[src/rtl/pc_redirect_ctrl.sv]
// pc_redirect_ctrl: fetch-side program counter sequencer.
// Holds the fetch PC. Tracks a conditional branch from decode until it resolves
// in execute, and applies jump or taken-branch redirects. After a redirect it
// holds the IF/ID flush for a programmable number of cycles.
module pc_redirect_ctrl #(
    parameter int              XLEN         = 32,
    parameter logic [XLEN-1:0] RESET_PC     = '0,
    parameter int              FLUSH_CYCLES = 2
) (
    input  logic            clk,
    input  logic            rst_n,
    input  logic            stall_i,
    input  logic            branch_i,
    input  logic            jump_i,
    input  logic            zero_i,
    input  logic [XLEN-1:0] target_i,
    output logic [XLEN-1:0] pc_o,
    output logic            branch_o_delayed,
    output logic            pc_src_o,
    output logic            flush_o,
    output logic            fetch_valid_o,
    output logic [15:0]     taken_cnt_o
);

    typedef enum logic [1:0] {
        RUN     = 2'd0,
        RESOLVE = 2'd1,
        FLUSH   = 2'd2
    } state_t;

    state_t          state_q;
    logic [XLEN-1:0] pc_q;
    logic            branchDly_q;
    logic            pcSrc_q;
    logic            flush_q;
    logic [3:0]      flushCnt_q;
    logic [15:0]     takenCnt_q;

    logic [XLEN-1:0] targetAligned;
    logic [XLEN-1:0] pcPlus4;
    logic [15:0]     takenNext;

    // The redirect target is forced to a word boundary.
    // The sequential PC wraps naturally at 2^XLEN.
    // The redirect counter sticks at its maximum instead of rolling over.
    assign targetAligned = target_i & ~XLEN'(3);
    assign pcPlus4       = pc_q + XLEN'(4);
    assign takenNext     = (takenCnt_q == 16'hFFFF) ? takenCnt_q : takenCnt_q + 16'd1;

    // Sequencer FSM: advances the PC, tracks a pending branch, and times the post-redirect flush
    always_ff @(posedge clk) begin
        if (!rst_n) begin
            state_q     <= RUN;
            pc_q        <= RESET_PC;
            branchDly_q <= 1'b0;
            pcSrc_q     <= 1'b0;
            flush_q     <= 1'b0;
            flushCnt_q  <= 4'd0;
            takenCnt_q  <= 16'd0;
        end else begin
            case (state_q)
                RUN: begin
                    if (stall_i) begin
                        state_q <= RUN;
                    end else if (jump_i) begin
                        pc_q       <= targetAligned;
                        pcSrc_q    <= 1'b1;
                        flush_q    <= 1'b1;
                        flushCnt_q <= 4'(FLUSH_CYCLES - 1);
                        takenCnt_q <= takenNext;
                        state_q    <= FLUSH;
                    end else if (branch_i) begin
                        branchDly_q <= 1'b1;
                        state_q     <= RESOLVE;
                    end else begin
                        pc_q <= pcPlus4;
                    end
                end
                RESOLVE: begin
                    if (stall_i) begin
                        state_q <= RESOLVE;
                    end else if (zero_i) begin
                        pc_q        <= targetAligned;
                        pcSrc_q     <= 1'b1;
                        flush_q     <= 1'b1;
                        flushCnt_q  <= 4'(FLUSH_CYCLES - 1);
                        takenCnt_q  <= takenNext;
                        branchDly_q <= 1'b0;
                        state_q     <= FLUSH;
                    end else begin
                        pc_q        <= pcPlus4;
                        branchDly_q <= 1'b0;
                        state_q     <= RUN;
                    end
                end
                FLUSH: begin
                    pcSrc_q <= 1'b0;
                    if (flushCnt_q == 4'd0) begin
                        flush_q <= 1'b0;
                        state_q <= RUN;
                    end else begin
                        flushCnt_q <= flushCnt_q - 4'd1;
                    end
                end
                default: begin
                    state_q <= RUN;
                end
            endcase
        end
    end

    assign pc_o             = pc_q;
    assign branch_o_delayed = branchDly_q;
    assign pc_src_o         = pcSrc_q;
    assign flush_o          = flush_q;
    assign taken_cnt_o      = takenCnt_q;
    assign fetch_valid_o    = rst_n && (state_q == RUN);

endmodule
[config.mk]
export PLATFORM = sky130hd
export DESIGN_NAME = pc_redirect_ctrl
export DESIGN_NICKNAME = d
export VERILOG_FILES = /design/src/rtl/pc_redirect_ctrl.sv
export SDC_FILE = /design/constraint.sdc
export NUM_CORES = 1
export LEC_CHECK = 0
export CAP_MARGIN = 10
export CORE_MARGIN = 4
export CORE_UTILIZATION = 48
export DETAILED_ROUTE_END_ITERATION = 12
export PLACE_DENSITY = 0.92
export RECOVER_POWER = 100
export SYNTH_ARGS = -nofsm -noshare
export SYNTH_HDL_FRONTEND = slang
export SYNTH_SLANG_ARGS = --single-unit
[constraint.sdc]
create_clock -name clk -period 2.1 [get_ports clk]
set_input_delay 0.42 -clock clk [delete_from_list [all_inputs] [get_ports clk]]
set_output_delay 0.42 -clock clk [all_outputs]
set_load 0.02 [all_outputs]
; After elaboration in Yosys (flattened, before gate mapping)
; Index checks and enable logic that the tools add are counted.
[word_totals]
inputBits = 38
ff_bits = 57
elab_cells = 72
[op_classes]
n_reduce_logical = 12
n_mux = 37
eq_ne = 13
addsub = 3
[ops]
columns = cell, count
row1 = 32-bit 2-to-1 mux, 5
row2 = 16-bit 2-to-1 mux, 5
row3 = 32-bit one-hot mux with 2 select lines, 1
row4 = "32-bit by 3-bit adder with 32-bit output, second input constant", 1
row5 = 16-bit one-hot mux with 2 select lines, 1
row6 = 4-bit 2-to-1 mux, 5
row7 = "16-bit by 1-bit adder with 16-bit output, second input constant", 1
row8 = "16-bit equality test, second input constant", 1
row9 = "2-bit != test, second input constant", 8
row10 = 5-bit AND reduction, 3
row11 = 2-bit 2-to-1 mux, 6
row12 = 4-bit one-hot mux with 3 select lines, 1
row13 = 6-bit AND reduction, 2
row14 = 1-bit 2-to-1 mux, 9
row15 = 1-bit one-hot mux with 3 select lines, 2
row16 = 2-bit one-hot mux with 3 select lines, 1
row17 = 4-bit logical NOT, 1
row18 = "4-bit != test, second input constant", 1
row19 = 4-bit AND reduction, 1
row20 = "4-bit by 1-bit subtractor with 4-bit output, second input constant", 1
row21 = "3-bit != test, second input constant", 1
row22 = 3-bit nonzero test, 1
row23 = "2-bit by 1-bit equality test with 1-bit output, second input constant", 1
row24 = "2-bit equality test, second input constant", 1
row25 = 5 further kinds, 5

; Longest topological paths before layout
; Gate-level depths: netlist of the first run.
[logic_depth]
depth_word = 5
depth_mapped = 8

; Least setup slack after synthesis of the first run
; Ideal clock, no wire load.
[synth_timing]
path_type = flip-flop to flip-flop
startpoint = register pc_q[2] (netlist: pc_o[2])
endpoint = register pc_q[26] (netlist: pc_o[26])
path_slack_ns = 0.092
path_stages_with_launch = 7
arrival_ns = 1.934
required_ns = 2.026
path_cell_list = dfxtp_1 ha_1 nand3_1 nor2_1 nand3_1 or4_1 a31oi_1
[synth_between]
elab_chain_len = 5
elab_cells_between_ends = 7
cone_classes = 1 x add/sub / 6 x mux
[synth_lines]
columns = element, line_no
row1 = from (decl), 32  ; logic [XLEN-1:0] pc_q;
row2 = from (signal assigned), 66  ; pc_q <= targetAligned;
row3 = from (signal assigned), 76  ; pc_q <= pcPlus4;
row4 = from (signal assigned), 83  ; pc_q <= targetAligned;
row5 = 32-bit by 3-bit adder with 32-bit output (*), 47  ; assign pcPlus4 = pc_q + XLEN'(4);
row6 = 32-bit 2-to-1 mux, 72  ; end else if (branch_i) begin
row7 = 32-bit 2-to-1 mux, 65  ; end else if (jump_i) begin
row8 = 32-bit 2-to-1 mux, 63  ; if (stall_i) begin
row9 = 32-bit one-hot mux with 2 select lines (*), 61  ; case (state_q)
; Every way passes the cells marked *; elsewhere a longest branch is shown, timed or not. The select of a mux whose other input is x is not followed.
; A chain may end at the register's enable or synchronous reset.

; Final worst setup path of the first run
[layout_timing]
startpoint = input zero_i
endpoint = register pc_q[20] (netlist: pc_o[20])
[layout_between]
elab_chain_len = 3
[layout_lines]
columns = element, line_no
row1 = from (decl), 15  ; input logic zero_i,
row2 = 32-bit 2-to-1 mux, 82  ; end else if (zero_i) begin
row3 = 32-bit 2-to-1 mux, 80  ; if (stall_i) begin
row4 = 32-bit one-hot mux with 2 select lines, 61
row5 = to (signal assigned), 66
row6 = to (signal assigned), 83
row7 = to (signal assigned), 91  ; pc_q <= pcPlus4;
; No other way between the ends. The select of a mux whose other input is x is not followed.

==> summary by stage, run 1 <==
Drt
The total number of vias is 3613. The final wirelength is 9670 um. The remaining routing DRC violations is 0. After detailed routing, the average wire length per cell comes to 16.2 um.

Before antenna repair, the detailed router went through 6 iterations. The number of nets with antenna violations after detailed routing is 0. The number of DRC markers after the initial detailed-route iteration is 275. Dividing the detail-routed via count by the number of cells gives 6.05.

CTS
The clock slew at the register clock pins of the worst setup and hold paths is 100 ps. For this design, the CTS-stage hold fixing added 0 buffers. The maximum number of buffers from clock root to sink is 2.

Once the clock tree was built, the setup fixing pass inserted 0 buffers. The clock latency of the later-clocked register in the worst-skew pair is 310 ps. The number of clock buffers added by TritonCTS is 5. TritonCTS built the clock tree. The H-tree was split into 2 levels. The total number of clock tree sinks is 55. The cell sitting at the root of the clock tree is a sky130_fd_sc_hd__clkbuf_8.

Min path
The worst hold path belongs to the class primary input to flip-flop.

Run status
The flow ran to the end, and the final reports show no timing, DRC or antenna violations.

Logic synthesis
The predominant post-synthesis flop cell is sky130_fd_sc_hd__dfxtp_1. The share of async-settable or async-resettable flops after synthesis is 0. The gate count after technology mapping is 400.

The sequential element share of the synthesized area is 0.353. Each instance of the synthesized netlist takes up on average 7.79 um2. The number of distinct library cell variants in the gate-level netlist after synthesis is 62. The total standard cell area after synthesis is 3120 um2. Yosys printed 0 warnings. The number of synthesized flops with an enable pin is 0. The total of flip-flops plus latches after synthesis is 55.

Final layout
The net total in the final layout is 561. Compared with the post-synthesis result, the final layout area differs by 41.8%. The cell area after layout is 4420 um2. The total of fill cells in the finished design is 515.

The final core area utilization is 0.700. In the final layout, the share of cells above drive strength 1 is 0.117. The repair_antennas step left the layout with diodes totalling 0.

Power and ir drop
The worst-case IR drop observed on VDD is 0.302 mV. Power spread over the standard cell area amounts to 513 nW/um2. The static leakage is 0.00175 uW.

Timing
The maximum achievable frequency is 497 MHz. Setup repair after global routing left no endpoint under its margin. The share of the cycle needed by the critical path after routing is 0.959.

The final-report hold violation count was 0. The setup TNS after final layout is 0 ps. The worst-case headroom to the max-slew limit is 0.660.

Setup violations remaining at the end of the flow were counted as 0. The max-slew violation count came to 0. The final-layout worst hold slack is 454 ps. At the pin with the least slew margin, the transition time is 507 ps. After layout, the minimum clock period comes to 2010 ps. Between clock sinks in the finished design, the worst skew comes to 6.51 ps.

Setup path
Data on the critical path is required at its endpoint by 2370 ps. The launching element type of the critical path is a primary input. The worst setup path is captured at a flip-flop. Of all nets on the critical path, the largest fanout is 5.

At the worst endpoint, the arrival time is 2280 ps. The critical path is of the primary input to flip-flop type.

Floorplan
The die area is 7850 um2. The number of ports placed on the die boundary is 90. The core box area is 6310 um2. Measured along the x axis, the die boundary spans 88.6 um. The vertical die dimension is 88.6 um. For this configuration, the core starts out at a cell density of 0.494. The initialized floorplan defines 29 standard-cell rows.

Global routing
The number of global-route vias before repair is 3454. Entering global routing, the biggest net connects 19 pins. The first-pass GRT wire length is 16000 um. The number of antenna violations at the first check in global routing is 0. Across every metal layer, demand over resource in global routing totals 0.255. Summed over all layers, the global routing overflow is 0.

Placed design
The congestion estimate from routability-driven global placement came to 0.949. After detailed placement, the total cell area comes to 4360 um2. The detailed placer's ending HPWL is 7250 um. The number of I/O port buffers is 85.

Run
The tool flagged a number of max-cap violations equal to 0.
[per-stage QoR]
step / setup WS, ps / total power (uW) / std cells
6_report: 86.4 / 2270 / 597
4_1_cts: 39.2 / 2290 / 597
3_5_place_dp: -269 / 1720 / 589
2_1_floorplan: 91.7 / 1430 / 401
5_1_grt: 11.4 / 2380 / 597
3_3_place_gp: -207 / 1700 / 589
[synth_stat cells (3+ instances only)]
| master | instances | area, um2 |
|---|---|---|
| sky130_fd_sc_hd__dfxtp_1 | 55 | 1100 |
| sky130_fd_sc_hd__nor2_1 | 44 | 165 |
| sky130_fd_sc_hd__nand2_1 | 43 | 161 |
| sky130_fd_sc_hd__o21ai_0 | 27 | 135 |
| sky130_fd_sc_hd__a21oi_1 | 25 | 125 |
| sky130_fd_sc_hd__a31oi_1 | 16 | 100 |
| sky130_fd_sc_hd__clkbuf_1 | 16 | 60.1 |
| sky130_fd_sc_hd__nand3_1 | 16 | 80.1 |
| sky130_fd_sc_hd__nor3_1 | 16 | 80.1 |
| sky130_fd_sc_hd__nand4_1 | 15 | 93.8 |
| sky130_fd_sc_hd__xnor2_1 | 9 | 78.8 |
| sky130_fd_sc_hd__inv_1 | 7 | 26.3 |
| sky130_fd_sc_hd__nand2b_1 | 7 | 43.8 |
| sky130_fd_sc_hd__or3_1 | 7 | 43.8 |
| sky130_fd_sc_hd__a41oi_1 | 6 | 52.6 |
| sky130_fd_sc_hd__and3_1 | 6 | 37.5 |
| sky130_fd_sc_hd__nor4_1 | 6 | 37.5 |
| sky130_fd_sc_hd__a211oi_1 | 5 | 37.5 |
| sky130_fd_sc_hd__buf_2 | 5 | 25.0 |
| sky130_fd_sc_hd__a21o_1 | 4 | 30.0 |
| sky130_fd_sc_hd__ha_1 | 4 | 50.1 |
| sky130_fd_sc_hd__mux2i_1 | 4 | 40.0 |
| sky130_fd_sc_hd__or4_1 | 4 | 30.0 |
| sky130_fd_sc_hd__nor3b_1 | 3 | 22.5 |
| sky130_fd_sc_hd__xor2_1 | 3 | 26.3 |
[sequential cells by signal (all words and copies together) (netlist names)]
name              cells
flushCnt_q            4
state_q               2
branch_o_delayed      1
flush_o               1
taken_cnt_o          16
pc_src_o              1
pc_o                 30
[logic make-up after synthesis]
kind of cell	share of synthesized area
and+or+nand+nor	0.323
AOI/OAI and AO/OA	0.216
DFF	0.353
buffers and inverters	0.0405
xor gates and xnor gates	0.0337
muxes	0.0165
adders and majority gates	0.0161
other	0.00120
[power by group]
group	internal (uW)	switching [uW]
clock	234	354
sequential	1090	53.2
combinational	262	273
[worst paths after layout]
path	start	end	slack, ps	depth (start not counted)
min reg2reg	pc_src_o	pc_src_o	460	2
max reg2reg	pc_o[13]	pc_o[20]	140	5
min	stall_i	state_q[0]	450	3
max	zero_i	pc_o[20]	90	6
[what timing repair did]
item,in CTS,in global routing
setup endpoints to repair,1,5
pin swaps,0,2
resized for setup,1,2
[cells in the final DEF, fill, tap and decap left out, drive strengths merged, types with 7 or more instances in the layout]
cell type	netlist	layout
o21ai	27	27
nor3	16	16
clkbuf	16	15
nand2	43	43
or3	7	7
clkdlybuf4s50	0	34
xnor2	9	9
a31oi	16	16
dlygate4sd3	0	49
dfxtp	55	55
buf	7	40
nand4	16	16
nand3	16	16
nand2b	7	7
nor4	8	8
inv	7	7
a21oi	25	25
nor2	44	44
[area by class of cell]
cell class              instances  area (um2)  share of cell area
clock buffers                   6        72.6              0.0164
clock inverters                 2        12.5             0.00283
inverters                       7        26.3             0.00594
multi-input cells             316        1900               0.429
flip-flops and latches         55        1100               0.249
well taps                      77        96.3              0.0218
repair buffers                134        1220               0.275
[critical path: stages]
cell and delay (ps):
sky130_fd_sc_hd__clkdlybuf4s50_1 440, sky130_fd_sc_hd__and3b_4 210, sky130_fd_sc_hd__a2111o_1 440, sky130_fd_sc_hd__buf_4 190, sky130_fd_sc_hd__o41ai_1 390, sky130_fd_sc_hd__o21a_1 180
[routing by layer]
layer / routed length, um / global-route usage
met1: 3870 / 0.317
met5: 0 / 0
met3: 777 / 0.0475
met4: 145 / 0.0810
met2: 4880 / 0.447
(Power assumes the default switching activity.)
==> run 2: changes to the inputs <==
Settings changed: TNS_END_PERCENT set to 20.
==> results of run 2 <==
Same layout as run 1: the final DEF is identical, and so are final timing and power.
